===== src/rtl/rob_commit_unit_pkg.sv =====
// Shared types for the ROB retire stage: ROB head payload, pointer widths and the
// commit FSM state encoding.
package rob_commit_unit_pkg;

    localparam int PREGS     = 64;
    localparam int PREG_W    = $clog2(PREGS);
    localparam int ROB_PTR_W = 4;
    localparam int ARCH_W    = 5;

    typedef struct packed {
        logic [31:0]       pc;
        logic              is_branch;
        logic              has_dest;
        logic [ARCH_W-1:0] arch_rd;
        logic [PREG_W-1:0] dest_preg;
        logic [PREG_W-1:0] old_preg;
    } rob_entry_t;

    typedef enum logic [0:0] {
        S_RUN     = 1'b0,
        S_RECOVER = 1'b1
    } commit_state_e;

endpackage


===== src/rtl/rob_commit_unit_free_fifo.sv =====
// First-word fall-through FIFO with valid/ready on both ends and an occupancy count.
// Used to buffer superseded physical registers on their way back to the free list.
module commit_free_fifo #(
    parameter int WIDTH = 6,
    parameter int DEPTH = 4
) (
    input  logic                     clk_i,
    input  logic                     rst_i,
    input  logic                     i_in_valid,
    input  logic [WIDTH-1:0]         i_in_data,
    output logic                     o_in_ready,
    output logic                     o_out_valid,
    output logic [WIDTH-1:0]         o_out_data,
    input  logic                     i_out_ready,
    output logic [$clog2(DEPTH):0]   o_count
);

    localparam int AW = $clog2(DEPTH);

    logic [WIDTH-1:0] r_mem [DEPTH];
    logic [AW-1:0]    r_wptr;
    logic [AW-1:0]    r_rptr;
    logic [AW:0]      r_count;
    logic             w_push;
    logic             w_pop;

    assign o_in_ready  = (r_count != (AW+1)'(DEPTH));
    assign o_out_valid = (r_count != '0);
    assign o_out_data  = r_mem[r_rptr];
    assign o_count     = r_count;

    assign w_push = i_in_valid && o_in_ready;
    assign w_pop  = o_out_valid && i_out_ready;

    // Storage carries no reset; occupancy alone decides what is valid.
    always_ff @(posedge clk_i) begin
        if (w_push) r_mem[r_wptr] <= i_in_data;
    end

    always_ff @(posedge clk_i) begin
        if (rst_i) begin
            r_wptr  <= '0;
            r_rptr  <= '0;
            r_count <= '0;
        end else begin
            if (w_push) r_wptr <= r_wptr + 1'b1;
            if (w_pop)  r_rptr <= r_rptr + 1'b1;
            case ({w_push, w_pop})
                2'b10:   r_count <= r_count + 1'b1;
                2'b01:   r_count <= r_count - 1'b1;
                default: r_count <= r_count;
            endcase
        end
    end

endmodule


===== src/rtl/rob_commit_unit.sv =====
// Retire stage: pops completed ROB head entries, updates the retirement RAT and returns
// superseded pregs to the free list. Optional perf counters under COMMIT_PERF_EN.
module rob_commit_unit
    import rob_commit_unit_pkg::*;
#(
    parameter int ROB_DEPTH   = 16,
    parameter int FREEQ_DEPTH = 4,
    parameter int ARCH_REGS   = 32
) (
    input  logic                          clk_i,
    input  logic                          rst_i,
    input  logic                          commit_valid_i,
    input  rob_entry_t                    commit_entry_i,
    input  logic [ROB_PTR_W-1:0]          commit_rob_index_i,
    output logic                          commit_ready_o,
    input  logic                          recover_i,
    output logic                          free_valid_o,
    output logic [PREG_W-1:0]             free_preg_o,
    input  logic                          free_ready_i,
    output logic [ARCH_REGS*PREG_W-1:0]   rrat_map_o,
    output logic                          retire_valid_o,
    output logic [31:0]                   retire_pc_o,
    output logic                          retire_is_branch_o,
    output logic                          order_err_o,
    output logic [31:0]                   retired_cnt_o,
    output logic [31:0]                   branch_cnt_o
);

    localparam int FQ_CW = $clog2(FREEQ_DEPTH) + 1;

    commit_state_e        r_state;
    logic [PREG_W-1:0]    r_rrat [ARCH_REGS];
    logic [ROB_PTR_W-1:0] r_exp_head;
    logic                 r_order_err;
    logic                 r_retire_valid;
    logic [31:0]          r_retire_pc;
    logic                 r_retire_br;

    logic [FQ_CW-1:0]     w_fq_count;
    logic                 w_fq_in_ready;
    logic                 w_fire;
    logic                 w_push;
    logic [ROB_PTR_W-1:0] w_exp_head_nxt;

    // Conservative: a full queue blocks commit even when it is popping this cycle.
    assign commit_ready_o = !rst_i && (r_state == S_RUN) && !recover_i
                            && (w_fq_count < FQ_CW'(FREEQ_DEPTH));
    assign w_fire = commit_valid_i && commit_ready_o;
    assign w_push = w_fire && commit_entry_i.has_dest
                    && (commit_entry_i.old_preg != '0) && w_fq_in_ready;

    assign w_exp_head_nxt = (r_exp_head == ROB_PTR_W'(ROB_DEPTH-1)) ? '0
                                                                     : r_exp_head + 1'b1;

    commit_free_fifo #(
        .WIDTH (PREG_W),
        .DEPTH (FREEQ_DEPTH)
    ) u_free_q (
        .clk_i       (clk_i),
        .rst_i       (rst_i),
        .i_in_valid  (w_push),
        .i_in_data   (commit_entry_i.old_preg),
        .o_in_ready  (w_fq_in_ready),
        .o_out_valid (free_valid_o),
        .o_out_data  (free_preg_o),
        .i_out_ready (free_ready_i),
        .o_count     (w_fq_count)
    );

    // Recovery holds for exactly the cycles recover_i is high plus one bubble.
    always_ff @(posedge clk_i) begin
        if (rst_i) begin
            r_state <= S_RUN;
        end else begin
            case (r_state)
                S_RUN:     if (recover_i)  r_state <= S_RECOVER;
                S_RECOVER: if (!recover_i) r_state <= S_RUN;
                default:   r_state <= S_RUN;
            endcase
        end
    end

    always_ff @(posedge clk_i) begin
        if (rst_i) begin
            for (int i = 0; i < ARCH_REGS; i++) r_rrat[i] <= PREG_W'(i);
        end else if (w_fire && commit_entry_i.has_dest && (commit_entry_i.arch_rd != '0)) begin
            r_rrat[commit_entry_i.arch_rd] <= commit_entry_i.dest_preg;
        end
    end

    always_ff @(posedge clk_i) begin
        if (rst_i) begin
            r_exp_head     <= '0;
            r_order_err    <= 1'b0;
            r_retire_valid <= 1'b0;
            r_retire_pc    <= '0;
            r_retire_br    <= 1'b0;
        end else begin
            r_retire_valid <= w_fire;
            if (w_fire) begin
                r_retire_pc <= commit_entry_i.pc;
                r_retire_br <= commit_entry_i.is_branch;
                r_exp_head  <= w_exp_head_nxt;
                if (commit_rob_index_i != r_exp_head) r_order_err <= 1'b1;
            end
        end
    end

    for (genvar g = 0; g < ARCH_REGS; g++) begin : g_map
        assign rrat_map_o[g*PREG_W +: PREG_W] = r_rrat[g];
    end

    assign retire_valid_o     = r_retire_valid;
    assign retire_pc_o        = r_retire_pc;
    assign retire_is_branch_o = r_retire_br;
    assign order_err_o        = r_order_err;

`ifdef COMMIT_PERF_EN
    logic [31:0] r_retired_cnt;
    logic [31:0] r_branch_cnt;

    always_ff @(posedge clk_i) begin
        if (rst_i) begin
            r_retired_cnt <= '0;
            r_branch_cnt  <= '0;
        end else if (w_fire) begin
            r_retired_cnt <= r_retired_cnt + 1'b1;
            if (commit_entry_i.is_branch) r_branch_cnt <= r_branch_cnt + 1'b1;
        end
    end

    assign retired_cnt_o = r_retired_cnt;
    assign branch_cnt_o  = r_branch_cnt;
`else
    assign retired_cnt_o = '0;
    assign branch_cnt_o  = '0;
`endif

endmodule

===== config.mk =====
export PLATFORM = sky130hd
export DESIGN_NAME = rob_commit_unit
export DESIGN_NICKNAME = d
export VERILOG_FILES = /design/src/rtl/rob_commit_unit_pkg.sv /design/src/rtl/rob_commit_unit_free_fifo.sv /design/src/rtl/rob_commit_unit.sv
export SDC_FILE = /design/constraint.sdc
export NUM_CORES = 1
export LEC_CHECK = 0
export CAP_MARGIN = 20
export CORE_UTILIZATION = 30
export CTS_BUF_LIST = sky130_fd_sc_hd__clkbuf_4
export DETAILED_ROUTE_END_ITERATION = 7
export PLACE_DENSITY = 0.68
export SYNTH_ARGS = -nofsm -noshare
export SYNTH_HDL_FRONTEND = slang
export SYNTH_SLANG_ARGS = --single-unit

===== constraint.sdc =====
create_clock -name clk_i -period 3.2 [get_ports clk_i]
set_clock_uncertainty 0.15 [all_clocks]
set_input_delay 0.64 -clock clk_i [delete_from_list [all_inputs] [get_ports clk_i]]
set_output_delay 0.64 -clock clk_i [all_outputs]
set_load 0.01 [all_outputs]

==> run_results.csv <==
group,metric,value,unit
floorplan,core-area,34500,sq um
floorplan,dieWidth,189,um
drt,ant_nets,0,
cts,cts_buffer_depth,3,
drt,wl_per_cell,19.2,um
final_layout,layout.nets,1283,
synth,syn_inst,846,
synth,synth_area,10500,sq um
place,hpwl,23800,um
drt,vias_per_cell,4.56,
grt,grt_first_pass_wirelength,47400,um
drt,drt-total-wl,33100,um
cts,clk_latency,660,ps
place,gp_routability_congestion,0.857,
setup_path,required,2410,ps
synth,synth_enable_flop_cells,216,
grt,grt_use_total,18.1,%
floorplan,die_y,189,um
sta,finalHoldViolCount,0,
setup_path,critPathArrivalTime,2150,ps
setup_path,startpoint_type,"register",
place,place_ws,52.8,ps
hold_path,whs_path_depth,5,
final_layout,syn2layout_area_growth,41.5,%
floorplan,placementRows,68,
final_layout,stdcell_count,1722,
setup_path,path_max_fanout,6,
synth,synth_top_cell_by_area,"edfxtp_1",
grt,grt_pass1_vias,7695,
final_layout,fillers,3229,
cts,clock_sinks,265,
synth,avgSynthCellArea,12.4,sq um
setup_path,r2r-end,"r_rrat[13][3]",
sta,rsz0062_at_grt,"false",
final_layout,multi_input_area,2630,sq um
pwr,power_density,511,nW/um^2
cts,cts_setup_buffers,0,
floorplan,io_pins,359,
cts,cts_buffers,73,
drt,drt_iter0_drc,692,
cts,cts.htree.levels,3,
synth,synth_area_leaders,"edfxtp_1 62%, dfxtp_1 9.3%, nand2_1 5.8%",
synth,synth-seq-cells,265,
drt,drc,0,
sta,fin_crit,2940,ps
final_layout,post-route-util,43.1,%
synth,synthArstFlopShare,0,%
setup_path,ff2ff_path_depth,5,
setup_path,r2r-start,"u_free_q.o_count[2]",
synth,ys_types,43,
cts,cts_tree,"done",
cts,cts_root_buffer,"clkbuf_4",
grt,antenna_found_initial,1,
sta,setup_viol,0,
grt,grt_overflow,0,
synth,synth-seq-area-share,71.0,%
synth,synth_top_cell_area_share,61.6,%
setup_path,r2r_slack,650,ps
pwr,irDropWorstVdd,0.000185,V
final_layout,regArea,7470,sq um
floorplan,initial_utilization,30.5,%
setup_path,crit_path_end_kind,"output pin",
status,outcome,"complete, no violations",
pwr,p_leak,5.32,nW
final_layout,drive_gt1_share,12.8,%
cts,clkTransAtPathRegs,70,ps
setup_path,crit_type,"register to output pin",
grt,grt_max_degree,54,
sta,max_slew.worst_pin.slew,831,ps
pwr,power.total,7.60,mW
floorplan,dieArea,35800,sq um
place,dp.cells,1596,
sta,max_clock_freq,340,MHz
synth,yosysWarnings,0,
place,portBuffers,294,
sta,slew_violations,0,
drt,firstDrtPassIters,5,
hold_path,hold_start,"rst_i",
synth,synthFlopType,"edfxtp_1",
hold_path,hp-class,"primary input to register",
sta,timing.final.ws_setup,256,ps
sta,fin_crit_sh,92.0,%
sta,max-slew-margin-rel,44.2,%
sta,tns,0,ps
hold_path,holdPathEnd,"r_exp_head[2]",
drt,via_count,7857,
run,drv_cap,0,
## cell usage after synthesis, types with 4 or more instances
cell,count
nor2_1,130
mux4_2,6
nor2b_1,5
a21o_1,31
nand3b_1,4
nand2_1,162
and3_1,12
nand2b_1,4
xor2_1,8
edfxtp_1,216
nand3_1,15
or3_1,11
buf_1,5
inv_1,7
a21oi_1,39
nor3_1,4
ha_1,6
dfxtp_1,49
buf_2,8
buf_4,64
clkbuf_1,29
## through the flow
| step | cell area [sq um] | hold slack [ps] |
|---|---|---|
| floorplan | 10800 | 327 |
| global placement | 13900 | 292 |
| global route | 14900 | 230 |
| detailed placement | 13900 | 296 |
| CTS | 14900 | 204 |
| finish | 14900 | 271 |
## worst max-delay path, stage by stage (launching register included)
cell and delay, ps:
dfxtp_2 460, mux4_2 540, clkdlybuf4s50_1 500
## layer usage
metal / part of all wire [%] / vias to the layer above / track usage [%]
li1: - / 3575 / -
met1: 40 / 3770 / 22.7
met2: 48 / 450 / 29.7
met3: 8.3 / 62 / 4.63
met4: 3.1 / 0 / 7.82
met5: 0 / - / 0
## report_power, final
part / switching, mW / internal (mW)
combinational: 0.348 / 0.282
clock: 1.42 / 1.70
sequential: 0.0461 / 3.81
## cells in the final DEF (no fill, tap or decap), drive strengths merged, types with 5 or more instances in the layout
cell | Yosys | routed
a21o | 31 | 31
nand3 | 15 | 15
clkinv | 1 | 25
nand2 | 163 | 163
and3 | 12 | 12
nor2b | 5 | 5
dfxtp | 49 | 49
nor2 | 130 | 130
conb | 1 | 70
xor2 | 8 | 8
ha | 6 | 6
a21oi | 39 | 39
edfxtp | 216 | 216
clkdlybuf4s50 | 0 | 293
clkbuf | 29 | 93
buf | 78 | 40
mux4 | 6 | 6
or3 | 12 | 12
inv | 7 | 9
nor3 | 6 | 6
## layout make-up
type	count	area share (%)
Antenna cell	1	0.0168
Clock buffer	93	4.69
Clock inverter	32	1.61
Inverter	8	0.202
Multi-Input combinational cell	535	17.7
Sequential cell	265	50.2
Tap cell	455	3.83
Timing Repair Buffer	333	21.8
## kinds of logic (layout without fill, tap and decap cells)
family                     Yosys count  after routing  synth area share [%]
AOI/OAI and AO/OA                   78             78                  4.55
muxes                                6              6                  1.28
other                                1             71                0.0356
xor gates and xnor gates             9              9                 0.749
DFF                                265            265                  71.0
and+or+nand+nor                    365            365                  14.9
adders and majority gates            7              7                 0.904
buffers and inverters              115            466                  6.55
## worst max-delay path by stage
stage | startpoint | endpoint | slack (ps) | cells past startpoint
after floorplan | rst_i | u_free_q.o_count[2] | 390 | 12
after global placement | commit_entry_i[3] | u_free_q.o_count[2] | 140 | 11
after detailed placement | recover_i | r_rrat[13][3] | 50 | 6
after CTS | register | free_preg_o[2] | 140 | 2
after global routing | register | free_preg_o[0] | 100 | 2
final | register | free_preg_o[2] | 260 | 2
## sequential cells by signal, summed over array words and instances, names as in the netlist, named ones only
name,cells
order_err_o,1
retire_valid_o,1
r_exp_head,4
u_free_q.r_rptr,2
u_free_q.r_mem,24
retire_is_branch_o,1
u_free_q.o_count,3
r_rrat,192
retire_pc_o,32
u_free_q.r_wptr,2
r_state,1
## timing repair
item	4_1_cts	5_1_grt
endpoints found under the hold margin	0	0
resized for setup	1	0
hold buffers	0	0
setup endpoints to repair	2	0
(Power assumes the default switching activity.)
